`src/rtl/ecall_pkg.sv`:
```
// ecall_pkg: syscall numbers, FSM state encoding and ASCII bases for the ecall unit
package ecall_pkg;
    localparam int SYS_PRINT_HEX = 1;
    localparam int SYS_EXIT      = 10;
    localparam int SYS_PUTC      = 11;
    localparam int SYS_EXIT_CODE = 93;

    localparam logic [2:0] ST_IDLE     = 3'd0;
    localparam logic [2:0] ST_RD_A0    = 3'd1;
    localparam logic [2:0] ST_DISPATCH = 3'd2;
    localparam logic [2:0] ST_TX_CHAR  = 3'd3;
    localparam logic [2:0] ST_TX_HEX   = 3'd4;
    localparam logic [2:0] ST_DONE     = 3'd5;
    localparam logic [2:0] ST_HALT     = 3'd6;

    localparam logic [7:0] ASCII_DIGIT = 8'h30;
    localparam logic [7:0] ASCII_ALPHA = 8'h61;
endpackage

```
`src/rtl/ecall_unit_hex.sv`:
```
// hex_nibble_to_ascii: maps a 4-bit value to its lowercase ASCII hex digit
module hex_nibble_to_ascii
    import ecall_pkg::*;
(
    input  logic [3:0] nib,
    output logic [7:0] ascii
);
    assign ascii = nib < 4'd10 ? ASCII_DIGIT + {4'b0, nib} : ASCII_ALPHA + {4'b0, nib} - 8'd10;
endmodule

```
`src/rtl/ecall_unit.sv`:
```
// ecall_unit: stalls the core and services putc / print-hex / exit environment calls
module ecall_unit
    import ecall_pkg::*;
#(
    parameter int XLEN   = 32,
    parameter int A7_IDX = 17,
    parameter int A0_IDX = 10
) (
    input  logic            clk,
    input  logic            rst,
    input  logic            ecall,
    output logic [4:0]      rf_raddr,
    input  logic [XLEN-1:0] rf_rdata,
    output logic            stall,
    output logic            tx_valid,
    output logic [7:0]      tx_data,
    input  logic            tx_ready,
    output logic            done,
    output logic            err,
    output logic            halt,
    output logic [7:0]      exit_code
);
    logic [2:0]      state;
    logic [XLEN-1:0] a7_q;
    logic [XLEN-1:0] a0_q;
    logic [2:0]      nib_cnt;
    logic [7:0]      hex_ascii;
    logic            known;

    hex_nibble_to_ascii u_hex (
        .nib   (a0_q[{nib_cnt, 2'b00} +: 4]),
        .ascii (hex_ascii)
    );

    // Outputs are pure decodes of state so they react in the same cycle as the state
    always_comb begin
        known     = a7_q == XLEN'(SYS_PUTC) || a7_q == XLEN'(SYS_PRINT_HEX)
                 || a7_q == XLEN'(SYS_EXIT) || a7_q == XLEN'(SYS_EXIT_CODE);
        rf_raddr  = state == ST_RD_A0 ? 5'(A0_IDX) : 5'(A7_IDX);
        stall     = (ecall && state == ST_IDLE) || (state != ST_IDLE && state != ST_DONE);
        tx_valid  = state == ST_TX_CHAR || state == ST_TX_HEX;
        tx_data   = state == ST_TX_CHAR ? a0_q[7:0] : state == ST_TX_HEX ? hex_ascii : 8'h00;
        done      = state == ST_DONE;
        err       = state == ST_DISPATCH && !known;
        halt      = state == ST_HALT;
    end

    // Call sequencer: fetch a7 then a0, dispatch, stream bytes, then retire or halt
    always_ff @(posedge clk) begin
        if (rst) begin
            state     <= ST_IDLE;
            a7_q      <= '0;
            a0_q      <= '0;
            nib_cnt   <= '0;
            exit_code <= '0;
        end else begin
            case (state)
                ST_IDLE: if (ecall) begin
                    a7_q  <= rf_rdata;
                    state <= ST_RD_A0;
                end
                ST_RD_A0: begin
                    a0_q  <= rf_rdata;
                    state <= ST_DISPATCH;
                end
                ST_DISPATCH: begin
                    if (a7_q == XLEN'(SYS_PUTC)) begin
                        state <= ST_TX_CHAR;
                    end else if (a7_q == XLEN'(SYS_PRINT_HEX)) begin
                        nib_cnt <= 3'd7;
                        state   <= ST_TX_HEX;
                    end else if (a7_q == XLEN'(SYS_EXIT)) begin
                        exit_code <= 8'h00;
                        state     <= ST_HALT;
                    end else if (a7_q == XLEN'(SYS_EXIT_CODE)) begin
                        exit_code <= a0_q[7:0];
                        state     <= ST_HALT;
                    end else begin
                        state <= ST_DONE;
                    end
                end
                ST_TX_CHAR: if (tx_ready) state <= ST_DONE;
                ST_TX_HEX: if (tx_ready) begin
                    if (nib_cnt == 3'd0) state <= ST_DONE;
                    else nib_cnt <= nib_cnt - 3'd1;
                end
                ST_DONE: state <= ST_IDLE;
                ST_HALT: state <= ST_HALT;
                default: state <= ST_IDLE;
            endcase
        end
    end
endmodule

```
`config.mk`:
```
export PLATFORM = sky130hd
export DESIGN_NAME = ecall_unit
export DESIGN_NICKNAME = d
export VERILOG_FILES = /design/src/rtl/ecall_pkg.sv /design/src/rtl/ecall_unit_hex.sv /design/src/rtl/ecall_unit.sv
export SDC_FILE = /design/constraint.sdc
export NUM_CORES = 1
export LEC_CHECK = 0
export ABC_AREA = 1
export BUFFER_PORTS_ARGS = -buffer_cell sky130_fd_sc_hd__clkbuf_2
export CAP_MARGIN = 10
export CORE_UTILIZATION = 47
export CTS_CLUSTER_SIZE = 16
export DETAILED_ROUTE_END_ITERATION = 10
export GPL_ROUTABILITY_DRIVEN = 0
export PLACE_DENSITY_LB_ADDON = 0.1
export SLEW_MARGIN = 20
export SYNTH_ARGS = -nofsm -noshare
export SYNTH_HDL_FRONTEND = slang
export SYNTH_SLANG_ARGS = --single-unit
```
`constraint.sdc`:
```
create_clock -name clk -period 1.94 [get_ports clk]
set_input_delay 0.097 -clock clk [delete_from_list [all_inputs] [get_ports clk]]
set_output_delay 0.097 -clock clk [all_outputs]
set_load 0.01 [all_outputs]
```
==> results.tsv <==
stage	metric	value	unit
yosys	synth.most_common_cell	nand2_1	
cells_and_area	area_growth	19.8	%
yosys	dominantRegCellSynth	dfxtp_1	
timing	rsz0062_at_grt	yes	
cells_and_area	nets	654	
global_route	grtUsageTotal	25.2	%
timing	tns	-0.315	ns
timing	hold_violations	0	
timing	setup_viol	5	
hold_path	hold_class	in -> reg	
global_route	antenna_found_initial	0	
critical_path	path_class	reg -> out	
routing	vias	3699	
yosys	synthesis.nets	586	
routing	drt_iter0_markers	219	
routing	ant_nets	0	
die	die_w	92.2	um
cells_and_area	final_cells	721	
cells_and_area	antenna_cells	0	
yosys	synth_warnings	0	
global_route	grt_pass1_vias	3469	
critical_path	start_kind	flop	
die	core	7810	um^2
yosys	ys_ff_latch	78	
placement	pre_cts_slack	0.115	ns
yosys	ys_seq_area_share	40.8	%
power_and_ir_drop	p_total	6.75	mW
yosys	synth_enable_flop_cells	0	
yosys	netlist_area	3830	um^2
yosys	async_flop_share	0	%
cells_and_area	register_area	1570	um^2
cells_and_area	multi_input_area	1950	um^2
clocking	cts-root-buf	clkbuf_8	
timing	drv_slew	0	
power_and_ir_drop	pwr_density_cell	1470	nW/um^2
yosys	syn_area_per_cell	6.99	um^2
clocking	htreeDepth	3	
die	rows	32	
critical_path	critical_path_required	1.84	ns
yosys	synth_top_cell_by_area	dfxtp_1	
global_route	grt_max_degree	41	
clocking	cts_tree	built	
global_route	grt_pass1_wl	16.6	mm
placement	dp.cells	693	
status	outcome	finished with violations	
routing	drcViolationCount	0	
clocking	clk-insertion-delay-late	0.36	ns
timing	period_needed	2.03	ns
cells_and_area	drive_above_1_share	25.8	%
cells_and_area	fill_cells	761	
power_and_ir_drop	p_leak	2.03	nW
yosys	synth_top_area_share	40.8	%
clocking	cts_made_buffers	9	
status	violations	negative setup slack	
critical_path	end_kind	output port	
clocking	clk_pin_slew	0.09	ns
die	start_util	49.0	%
die	io_pins	62	
placement	numPortBuffers	60	
yosys	synth.area.top_cells	dfxtp_1, nand2_1, nor2_1	
critical_path	crit_fanout	7	
critical_path	arrival	1.93	ns
routing	drtPass1Iterations	5	
routing	vias_per_cell	5.13	
yosys	ys_top_cells_by_count	nand2_1, nor2_1, dfxtp_1	
die	die_area	8510	um^2
yosys	synthDistinctLibCells	33	
timing	fmax	493	MHz
timing	fin_skew	0.0170	ns
die	die_h	92.2	um
clocking	cts_buffer_depth	2	
timing	worst_slack	-0.0897	ns
routing	route.final.wire_length	9.99	mm
timing	period_share	105	%
global_route	grt-ovfl-total	0	
yosys	syn_inst	547	
placement	hpwl	7.20	mm
routing	drt-wirelength-per-cell	13.8	um
run	drv_cap	0	
clocking	cts.sinks	78	
power_and_ir_drop	ir_drop	0.635	mV
==> layout by cell type (no fill, tap or decap), drive strengths merged, types with 2 or more instances in the layout <==
cell type | netlist | layout
ha | 3 | 3
nand2 | 104 | 104
clkinvlp | 0 | 2
clkbuf | 15 | 65
nor3 | 11 | 11
nor2 | 90 | 90
a21oi | 67 | 67
dlygate4sd3 | 0 | 4
inv | 56 | 56
clkinv | 0 | 3
o211ai | 4 | 4
dfxtp | 78 | 78
buf | 15 | 27
nand3 | 47 | 47
o21ai | 51 | 51
==> path summary, 6_finish.rpt <==
kind         slack, ns                         to  cells after the start                     from
max reg2reg       0.33  exit_code[3]$_SDFFE_PP0P_                     10    a7_q[28]$_SDFFE_PP0P_
min              0.003      a7_q[28]$_SDFFE_PP0P_                      3             rf_rdata[28]
max              -0.09                 tx_data[1]                     12  nib_cnt[0]$_SDFFE_PP0P_
min reg2reg       0.46      a0_q[26]$_SDFFE_PP0P_                      2    a0_q[26]$_SDFFE_PP0P_
==> registers in the layout (all words and copies together) (netlist names) <==
signal / flops
exit_code: 8
state: 3
a0_q: 32
nib_cnt: 3
a7_q: 32
==> per-stage QoR <==
stage / utilization, % / hold WS, ns / area [um^2]
2_1_floorplan: - / 0.232 / 3830
4_1_cts: 58.7 / 0.00198 / 4580
3_3_place_gp: 53.6 / 0.345 / 4190
5_1_grt: 58.7 / 0.0141 / 4580
6_report: 58.7 / 0.00305 / 4580
3_5_place_dp: 53.6 / 0.355 / 4190
==> per-layer routing <==
layer / GRT usage [%] / vias up / wire (um)
li1: - / 1894 / -
met1: 34.9 / 1691 / 4850
met2: 38.1 / 93 / 4510
met3: 3.57 / 21 / 390
met4: 12.6 / 0 / 239
met5: 0 / - / 0
==> repair_timing <==
action / in CTS / in global routing
hold buffers: 4 / 0
endpoints found under the setup margin: 6 / 6
gates resized for setup: 31 / 8
setup buffers: 8 / 0
pin swaps: 17 / 9
hold endpoints to repair: 4 / 0
gates cloned: 1 / 0
==> cells by family (layout without fill, tap and decap cells) <==
family / Yosys count / count (layout) / share of synthesized area, %
buffers and inverters: 86 / 158 / 10.1
other: 1 / 1 / 0.0980
flip-flops: 78 / 78 / 40.8
AO/OA/AOI/OAI: 124 / 124 / 17.5
XOR/XNOR: 1 / 1 / 0.229
AND/OR/NAND/NOR: 254 / 254 / 30.3
adder cells (fa/ha/maj): 3 / 3 / 0.981
==> power breakdown <==
group | total (mW) | switching, mW | internal, mW
Sequential | 2.29 | 0.270 | 2.02
Clock | 1.19 | 0.603 | 0.584
Combinational | 3.27 | 2.02 | 1.25
==> final cells by class <==
| cell class | instances | share of cell area (%) |
|---|---|---|
| multi-input cells | 383 | 42.5 |
| flip-flops and latches | 78 | 34.2 |
| clock inverters | 6 | 1.39 |
| clock buffers | 9 | 2.70 |
| inverters | 56 | 4.81 |
| well taps | 102 | 2.79 |
| repair buffers | 87 | 11.6 |
==> critical path, cell delays in order, from the launching register on <==
cell,delay (ns)
dfxtp_4,0.41
inv_8,0.05
a21oi_1,0.13
o21ai_0,0.12
nand2_1,0.08
nand2_1,0.06
o21ai_2,0.07
inv_2,0.07
ha_4,0.26
nand3_1,0.06
nand3_1,0.07
o21ai_1,0.06
buf_2,0.14
Power figures use the tool's default switching activity.
